[config.mk]
export PLATFORM = sky130hd
export DESIGN_NAME = fir_sample_feeder_flat
export DESIGN_NICKNAME = d
export VERILOG_FILES = /design/src/rtl/fir_sample_feeder_if.sv /design/src/rtl/fir_sample_feeder.sv /design/src/flat_wrapper.sv
export SDC_FILE = /design/constraint.sdc
export NUM_CORES = 1
export LEC_CHECK = 0
export ABC_CLOCK_PERIOD_IN_PS = 3980
export CORE_ASPECT_RATIO = 1.25
export CORE_MARGIN = 4
export CORE_UTILIZATION = 42
export CTS_BUF_LIST = sky130_fd_sc_hd__clkbuf_2 sky130_fd_sc_hd__clkbuf_4 sky130_fd_sc_hd__clkbuf_8
export CTS_CLUSTER_DIAMETER = 120
export DETAILED_ROUTE_END_ITERATION = 12
export PLACE_DENSITY = 0.7
export SLEW_MARGIN = 40
export SYNTH_ARGS = -nofsm -noshare
export SYNTH_HDL_FRONTEND = slang
export SYNTH_SLANG_ARGS = --single-unit
export TNS_END_PERCENT = 50
[constraint.sdc]
create_clock -name clk -period 3.98 [get_ports clk]
set_clock_uncertainty 0.2 [all_clocks]
set_input_delay 0.597 -clock clk [delete_from_list [all_inputs] [get_ports clk]]
set_output_delay 0.597 -clock clk [all_outputs]
set_load 0.01 [all_outputs]
[src/rtl/fir_sample_feeder_if.sv]
// Sample stream into the FIR feeder: valid/ready handshake with a last-sample tag.
interface fir_sample_feeder_if #(
  parameter int unsigned DATA_W = 16
);
  logic              s_valid;
  logic [DATA_W-1:0] s_data;
  logic              s_last;
  logic              s_ready;

  modport master (output s_valid, output s_data, output s_last, input s_ready);
  modport slave  (input s_valid, input s_data, input s_last, output s_ready);
endinterface

[src/rtl/fir_sample_feeder.sv]
// Converts signed PCM samples to float32 and feeds them to FIR on each rising edge of next.
// Define FIR_FEEDER_Q15_EN to read inputs as Q1.15 instead of integers.
module fir_sample_feeder #(
  parameter int unsigned DEPTH  = 16,
  parameter int unsigned DATA_W = 16
) (
  input  logic                     clk,
  input  logic                     rst,
  fir_sample_feeder_if.slave       s,
  input  logic                     next,
  output logic [31:0]              sample,
  output logic                     stop,
  output logic [$clog2(DEPTH):0]   level,
  output logic                     underflow
);

  localparam int unsigned AW    = $clog2(DEPTH);
  localparam int unsigned LW    = AW + 1;
  localparam int unsigned CW    = LW + 1;
  localparam int unsigned MAG_W = DATA_W + 1;
`ifdef FIR_FEEDER_Q15_EN
  localparam int unsigned EXP_BIAS = 112;
`else
  localparam int unsigned EXP_BIAS = 127;
`endif

  typedef enum logic [1:0] {EMPTY, FILL, FULL} state_t;

  state_t            state_q, state_d;
  logic              s1_valid, s1_sign, s1_last;
  logic [MAG_W-1:0]  s1_mag;
  logic              s2_valid, s2_last;
  logic [31:0]       s2_word;
  logic [32:0]       mem [DEPTH];
  logic [AW-1:0]     wr_ptr, rd_ptr;
  logic              next_q, req_q;
  logic [LW-1:0]     level_d;
  logic [31:0]       sample_d;
  logic              stop_d, underflow_d;

  logic [1:0]        inflight_c;
  logic              accept_c, pop_c, next_rise_c;
  logic [MAG_W-1:0]  ext_c, mag_c;
  logic [4:0]        lead_c;
  logic [23:0]       shift_c;
  logic [31:0]       word_c;
  logic [32:0]       rd_word_c;

  // Space check counts conversions still in flight so the FIFO can never overrun.
  assign inflight_c = {1'b0, s1_valid} + {1'b0, s2_valid};
  assign s.s_ready  = (CW'(level) + CW'(inflight_c)) < CW'(DEPTH);
  assign accept_c   = s.s_valid && s.s_ready;

  assign ext_c = {s.s_data[DATA_W-1], s.s_data};
  assign mag_c = ext_c[MAG_W-1] ? MAG_W'(-ext_c) : ext_c;

  // Leading-one position; highest set bit wins.
  always_comb begin
    lead_c = '0;
    for (int i = 0; i < int'(DATA_W); i++) begin
      if (s1_mag[i]) lead_c = 5'(i);
    end
  end

  // Shift the leading one up to bit 23 so the bits below it form the mantissa.
  assign shift_c = 24'(s1_mag[DATA_W-1:0]) << (5'd23 - lead_c);
  assign word_c  = (s1_mag == '0) ? 32'h0000_0000
                 : {s1_sign, 8'(EXP_BIAS + 32'(lead_c)), shift_c[22:0]};

  always_ff @(posedge clk or posedge rst) begin
    if (rst) begin
      s1_valid <= 1'b0;
      s1_sign  <= 1'b0;
      s1_mag   <= '0;
      s1_last  <= 1'b0;
      s2_valid <= 1'b0;
      s2_word  <= '0;
      s2_last  <= 1'b0;
    end else begin
      s1_valid <= accept_c;
      if (accept_c) begin
        s1_sign <= s.s_data[DATA_W-1];
        s1_mag  <= mag_c;
        s1_last <= s.s_last;
      end
      s2_valid <= s1_valid;
      if (s1_valid) begin
        s2_word <= word_c;
        s2_last <= s1_last;
      end
    end
  end

  always_ff @(posedge clk) begin
    if (s2_valid) mem[wr_ptr] <= {s2_last, s2_word};
  end

  assign rd_word_c   = mem[rd_ptr];
  assign next_rise_c = next && !next_q;
  // Pop decision uses the pre-write state, so a same-cycle write to an empty FIFO still underflows.
  assign pop_c       = req_q && (state_q != EMPTY);

  always_ff @(posedge clk or posedge rst) begin
    if (rst) begin
      state_q   <= EMPTY;
      level     <= '0;
      wr_ptr    <= '0;
      rd_ptr    <= '0;
      next_q    <= 1'b0;
      req_q     <= 1'b0;
      sample    <= '0;
      stop      <= 1'b0;
      underflow <= 1'b0;
    end else begin
      state_q   <= state_d;
      level     <= level_d;
      next_q    <= next;
      req_q     <= next_rise_c;
      sample    <= sample_d;
      stop      <= stop_d;
      underflow <= underflow_d;
      if (s2_valid) wr_ptr <= wr_ptr + AW'(1);
      if (pop_c)    rd_ptr <= rd_ptr + AW'(1);
    end
  end

  always_comb begin
    level_d     = level;
    state_d     = state_q;
    sample_d    = sample;
    stop_d      = stop;
    underflow_d = underflow;

    case ({s2_valid, pop_c})
      2'b10:   level_d = level + LW'(1);
      2'b01:   level_d = level - LW'(1);
      default: level_d = level;
    endcase

    if (level_d == '0)               state_d = EMPTY;
    else if (level_d == LW'(DEPTH))  state_d = FULL;
    else                             state_d = FILL;

    if (req_q) begin
      if (state_q != EMPTY) begin
        sample_d = rd_word_c[31:0];
        stop_d   = stop | rd_word_c[32];
      end else begin
        sample_d    = 32'h0000_0000;
        underflow_d = 1'b1;
      end
    end
  end

endmodule
[src/flat_wrapper.sv]
// flat-port wrapper written by rule: the top's interface ports become plain ports
module fir_sample_feeder_flat 
#(
  parameter int unsigned DEPTH  = 16,
  parameter int unsigned DATA_W = 16
)
  (clk, rst, next, sample, stop, level, underflow, s_s_valid, s_s_data, s_s_last, s_s_ready);
  fir_sample_feeder_if #(.DATA_W(DATA_W)) s_i ();
  input  logic clk;
  input  logic rst;
  input  logic next;
  output logic [31:0] sample;
  output logic stop;
  output logic [$clog2(DEPTH):0] level;
  output logic underflow;
  input wire logic [$bits(s_i.s_valid)-1:0] s_s_valid;
  input wire logic [$bits(s_i.s_data)-1:0] s_s_data;
  input wire logic [$bits(s_i.s_last)-1:0] s_s_last;
  output wire logic [$bits(s_i.s_ready)-1:0] s_s_ready;
  assign s_i.s_valid = s_s_valid;
  assign s_i.s_data = s_s_data;
  assign s_i.s_last = s_s_last;
  assign s_s_ready = s_i.s_ready;
  fir_sample_feeder #(.DEPTH(DEPTH), .DATA_W(DATA_W)) u_core (.clk(clk), .rst(rst), .s(s_i), .next(next), .sample(sample), .stop(stop), .level(level), .underflow(underflow));
endmodule
Word level (Yosys, flattened, before mapping). Memory sizes are Yosys's and may differ from the RTL's. Cells that the tools add are included.

Register bits after elaboration: 105. Bits in latches: 0. Memory bits (writable): 528. Bits in read-only memories: 0. Memories: 1.

$add $sub $neg: 9. $mul: 0. Div/mod/pow operators: 0. Order comparisons: 1. Equal/unequal tests: 3. Shifts and indexed selects: 1. Muxes and demuxes: 23. Bitwise logic cells: 2. Reductions and logical operators: 9.

Memory list: u_core.mem (depth 16, bits a word 33, read ports 1, clocked after memory_dff 0, wr ports 1, RTL line fir_sample_feeder.sv:34) `logic [32:0] mem [DEPTH];`.

Operators with widths (number): $mux 32 (2); $mux 4 (8); $shl 16x5->23 (1); $logic_not 17->1 (1); $mux 17 (1); $neg 17->17 (1); $mux 3 (4); $pmux 5 s2 (1); $add 4x1->4 const B (2); $add 7x4->8 const A (1); $mux 2 (4); $add 5x2->6 (1); $lt 6x5->1 const B (1); $add 5x1->5 const B (1); $eq 5x5->1 const B (1); $logic_not 5->1 (1); $sub 5x1->5 const B (1); $sub 5x4->5 const A (1); $reduce_and 2->1 (2); $logic_and 1x1->1 (3); $mux 1 (3); $add 1x1->2 (1); $eq 2x1->1 const B (1); $eq 2x2->1 const B (1); 4 further kinds (4).

Depth between registers and ports, before layout.
Depth in word-level cells: 18. Gate-level depth with buffers: 12.

Worst setup path after synthesis. Ideal clock, no wire load.

Path kind: register to register. Start point: register u_core.state_q[1]. End point: register u_core.state_q[1]. Data arrival time: 2.871 ns. Path slack: 0.836 ns. Cell stages (with the launch flop): 12. Buffers on the path: 1. Clock period less this slack: 3.144 ns. Path through: dfrtp_1 -> o21ai_0 -> clkinv_1 -> clkbuf_1 -> ha_1 -> ha_1 -> a21o_1 -> a21oi_1 -> xor2_1 -> o21ai_0 -> or4_1 -> nor2b_1.

Cells in the longest elaborated chain, start to end: 7. Elaborated cells between the ends (all ways): 9. Classes of those cells: eq/ne: 3; mux: 3; reduce/logical: 3.

RTL lines: from (decl) (RTL line fir_sample_feeder.sv:29) `state_t state_q, state_d;`; from (signal assigned) (RTL line fir_sample_feeder.sv:115) `state_q <= state_d;`; $reduce_bool 2->1 (*) (RTL line fir_sample_feeder.sv:101) `assign pop_c = req_q && (state_q != EMPTY);`; $logic_and 1x1->1 (*) (RTL line fir_sample_feeder.sv:101); named net u_core.pop_c (RTL line fir_sample_feeder.sv:42) `logic accept_c, pop_c, next_rise_c;`; $eq 2x1->1 or $eq 2x2->1 (tied branches) (RTL line fir_sample_feeder.sv:134) `case ({s2_valid, pop_c})`; $pmux 5 s2 (*) (RTL line fir_sample_feeder.sv:134); named net u_core.level_d[3] (RTL line fir_sample_feeder.sv:37) `logic [LW-1:0] level_d;`; $eq 5x5->1 (RTL line fir_sample_feeder.sv:141) `else if (level_d == LW'(DEPTH)) state_d = FULL;`; $mux 2 (RTL line fir_sample_feeder.sv:141); $mux 2 (*) (RTL line fir_sample_feeder.sv:140) `if (level_d == '0) state_d = EMPTY;`; named net u_core.state_d[1] (RTL line fir_sample_feeder.sv:29).

The timed path passes the listed nets; every way through them passes the cells marked *. A chain may end at the register's enable or synchronous reset.

Worst setup path after layout.
Start point: register u_core.level[0]. End point: output port s_s_ready.

Cells in the longest elaborated chain, start to end: 2.

RTL lines: from (decl) (RTL line fir_sample_feeder.sv:13) `output logic [$clog2(DEPTH):0] level,`; from (signal assigned) (RTL line fir_sample_feeder.sv:116) `level <= level_d;`; $add 5x2->6 (RTL line fir_sample_feeder.sv:51) `assign s.s_ready = (CW'(level) + CW'(inflight_c)) < CW'(DEPTH);`; $lt 6x5->1 (RTL line fir_sample_feeder.sv:51); to (decl) (RTL line flat_wrapper.sv:19) `output wire logic [$bits(s_i.s_ready)-1:0] s_s_ready;`.

Every way passes these cells.

==> results.cfg <==
[worst_setup_path]
required_ns = 3.18
worstSetupEndpointType = output port
path_class = register to output port
cpPeakStageDelay_ns = 0.58
path_max_fanout = 5
startpoint_type = register
worst_path_max_delay_cell = clkdlybuf4s50_1
crit_arrival_ns = 2.45
path_cells = ha_1 > a21o_1 > a41oi_1 > clkdlybuf4s50_1

[grt]
grt_remaining_overflow = 0
antenna_found_initial = 2
grt_pass1_vias = 13200
grt_pass1_wl_um = 81500
grt_use_total_pct = 17.3
grt_max_degree = 53

[clock_tree]
cts_made_buffers = 91
cts.sinks = 615
cts_tree = done
clock_latency_ns = 0.66
clockRootBuffer = clkbuf_8
hold_buffers = 0
cts_setup_buffers = 0
htreeDepth = 3
ctsLongestPathBuffers = 3
cts-resized-gates = 0
path_clk_slew_ns = 0.07

[timing]
setup_viol = 0
rsz0062_at_grt = false
worstMarginPinSlew_ns = 0.788
worst_slack_ns = 0.734
period_needed_ns = 3.25
maxSlewHeadroom_pct = 47.5
fin_crit_sh_pct = 81.6
drv_slew = 0
fin_tns_setup_ns = 0
fmax_mhz = 308
hold_viol_final = 0

[logic_synthesis]
yosysWarningCount = 0
seq_area_frac_synth_pct = 73.4
synth_area_um2 = 24500
synth_top_area_share_pct = 62.8
synth_cells = 1285
synth_cell_types = 64
synth-edff-count = 512
synth_ff_type = edfxtp_1
avgSynthCellArea_um2 = 19.0
syn_nets = 1320
synthTopCellsByArea = edfxtp_1 (63%), mux4_2 (15%), dfrtp_1 (11%)
ys_seq_elements = 615
yosysTopAreaCell = edfxtp_1
synth_async_sr_flop_share_pct = 16.7

[power_and_ir_drop]
peakVddDrop_v = 0.000286
swShare_pct = 31.2
p_int_w = 0.0137
p_seq_share_pct = 47.4
p_total_w = 0.0199
power.density_nw_per_um2 = 712
p_leak_nw = 9.62
clkPwrFrac_pct = 24.8
power_switching_w = 0.00622
p_comb_share_pct = 27.8

[floorplanning]
fp.dieW_um = 224
io_pins = 61
die_h_um = 278
rows = 98
dieArea_um2 = 62200
core_um2 = 57400
initial_core_util_pct = 42.6

[placed_design]
place_ws_ns = 0.938
portBuffers = 60
gp_congestion = 0.832
dp_hpwl_um = 30600

[detailed_routing]
drt_pass1_iterations = 5
via_per_inst = 5.57
wl_um = 53100
vias = 12500
drtAntennaViolNets = 0
drt_iter0_drc = 1178
post_drt_wl_per_cell_um = 23.7
drcViolationCount = 0

[min_path]
hp-class = primary input to async pin

[job]
maxCapViolCount = 0

[cells_and_area]
syn2layout_area_growth_pct = 14.3
finish.utilization_pct = 48.7
mostFrequentLayoutCell = edfxtp_1
final_cell_mix = edfxtp_1 (512), mux4_2 (160), dfrtp_1 (99)
drive_gt1_share_pct = 25.8
nNetsFinal = 1448

[status]
status = finished clean
==> final timing paths <==
path / to / startpoint / slack, ns / cells past startpoint
setup / recovery: s_s_ready / u_core.level[0] / 0.73 / 4
hold reg to reg: u_core.stop / u_core.stop / 0.27 / 1
setup reg to reg: u_core.state_q[1] / u_core.state_q[1] / 0.94 / 10
max in group asynchronous: u_core.sample[11] / rst / 2.65 / 3
min in group clk: u_core.next_q / next / 0.22 / 1
hold / removal: u_core.rd_ptr[0] / rst / 0.19 / 2
==> Yosys cell counts (4+ instances only) <==
cell       instances
edfxtp_1         512
mux4_2           160
dfrtp_1          103
nand2_1           85
o21ai_0           59
inv_1             55
clkbuf_1          46
nor2_1            29
and2_1            18
xor2_1            16
buf_1             15
ha_1              13
nor2b_1           13
a21oi_1           12
o2bb2ai_1         10
nor3_1             9
mux2i_1            8
nand3_1            8
o211ai_1           8
xnor2_1            8
o31ai_1            7
a21o_1             6
a221oi_1           6
mux2_2             5
or3_1              5
o221ai_1           4
==> power groups by stage <==
| stage | sequential (W) | clock [W] | combinational [W] |
|---|---|---|---|
| 2_1_floorplan | 0.00893 | 0 | 0.00415 |
| 3_3_place_gp | 0.00949 | 0 | 0.00557 |
| 3_5_place_dp | 0.00957 | 0 | 0.00560 |
| 4_1_cts | 0.00944 | 0.00506 | 0.00563 |
| 5_1_grt | 0.00959 | 0.00537 | 0.00603 |
| 6_report | 0.00943 | 0.00494 | 0.00554 |
==> area by class of cell <==
| class | instances | area, um^2 |
|---|---|---|
| Sequential cell | 615 | 18000 |
| Antenna cell | 1 | 2.50 |
| Tap cell | 750 | 938 |
| Fill cell | 4713 | 29400 |
| Clock inverter | 39 | 213 |
| Inverter | 58 | 223 |
| Clock buffer | 131 | 1580 |
| Multi-Input combinational cell | 545 | 6050 |
| Timing Repair Buffer | 102 | 991 |
==> kinds of logic after synthesis <==
group	count (synthesis)	share of synthesized area [%]
adders and majority gates	14	0.747
muxes	175	15.4
buffers and inverters	125	2.01
xor gates and xnor gates	24	0.859
DFF	615	73.4
and+or+nand+nor	189	3.69
AOI/OAI and AO/OA	143	3.91
==> flip-flops by register name (all words and copies together) (netlist names), 2 cells and up <==
| register | count |
|---|---|
| u_core.level | 5 |
| u_core.rd_ptr | 4 |
| u_core.s2_word | 31 |
| u_core.wr_ptr | 4 |
| u_core.state_q | 2 |
| u_core.mem | 512 |
| u_core.sample | 31 |
| u_core.s1_mag | 17 |
==> through the flow <==
stage / area (um^2) / hold WS (ns) / instances
global route: 28000 / 0.182 / 2241
finish: 28000 / 0.192 / 2241
floorplan: 24500 / 0.176 / 1285
detailed placement: 26200 / 0.263 / 2070
CTS: 27900 / 0.165 / 2240
global placement: 26200 / 0.250 / 2070
==> critical path: cells and delay by family (launching register included) <==
family	cells	cell delay, ns
buffers and inverters	1	0.58
AO/OA/AOI/OAI	2	0.44
flip-flops	1	0.45
adder cells (fa/ha/maj)	1	0.32
==> per-layer routing <==
metal	share of wire, %	vias up	global-route usage (%)
met4	2.1	0	5.34
li1	-	5415	-
met5	0	-	0
met2	51	439	28.5
met3	6.3	89	3.05
met1	41	6538	23.7
Power figures use the tool's default switching activity.
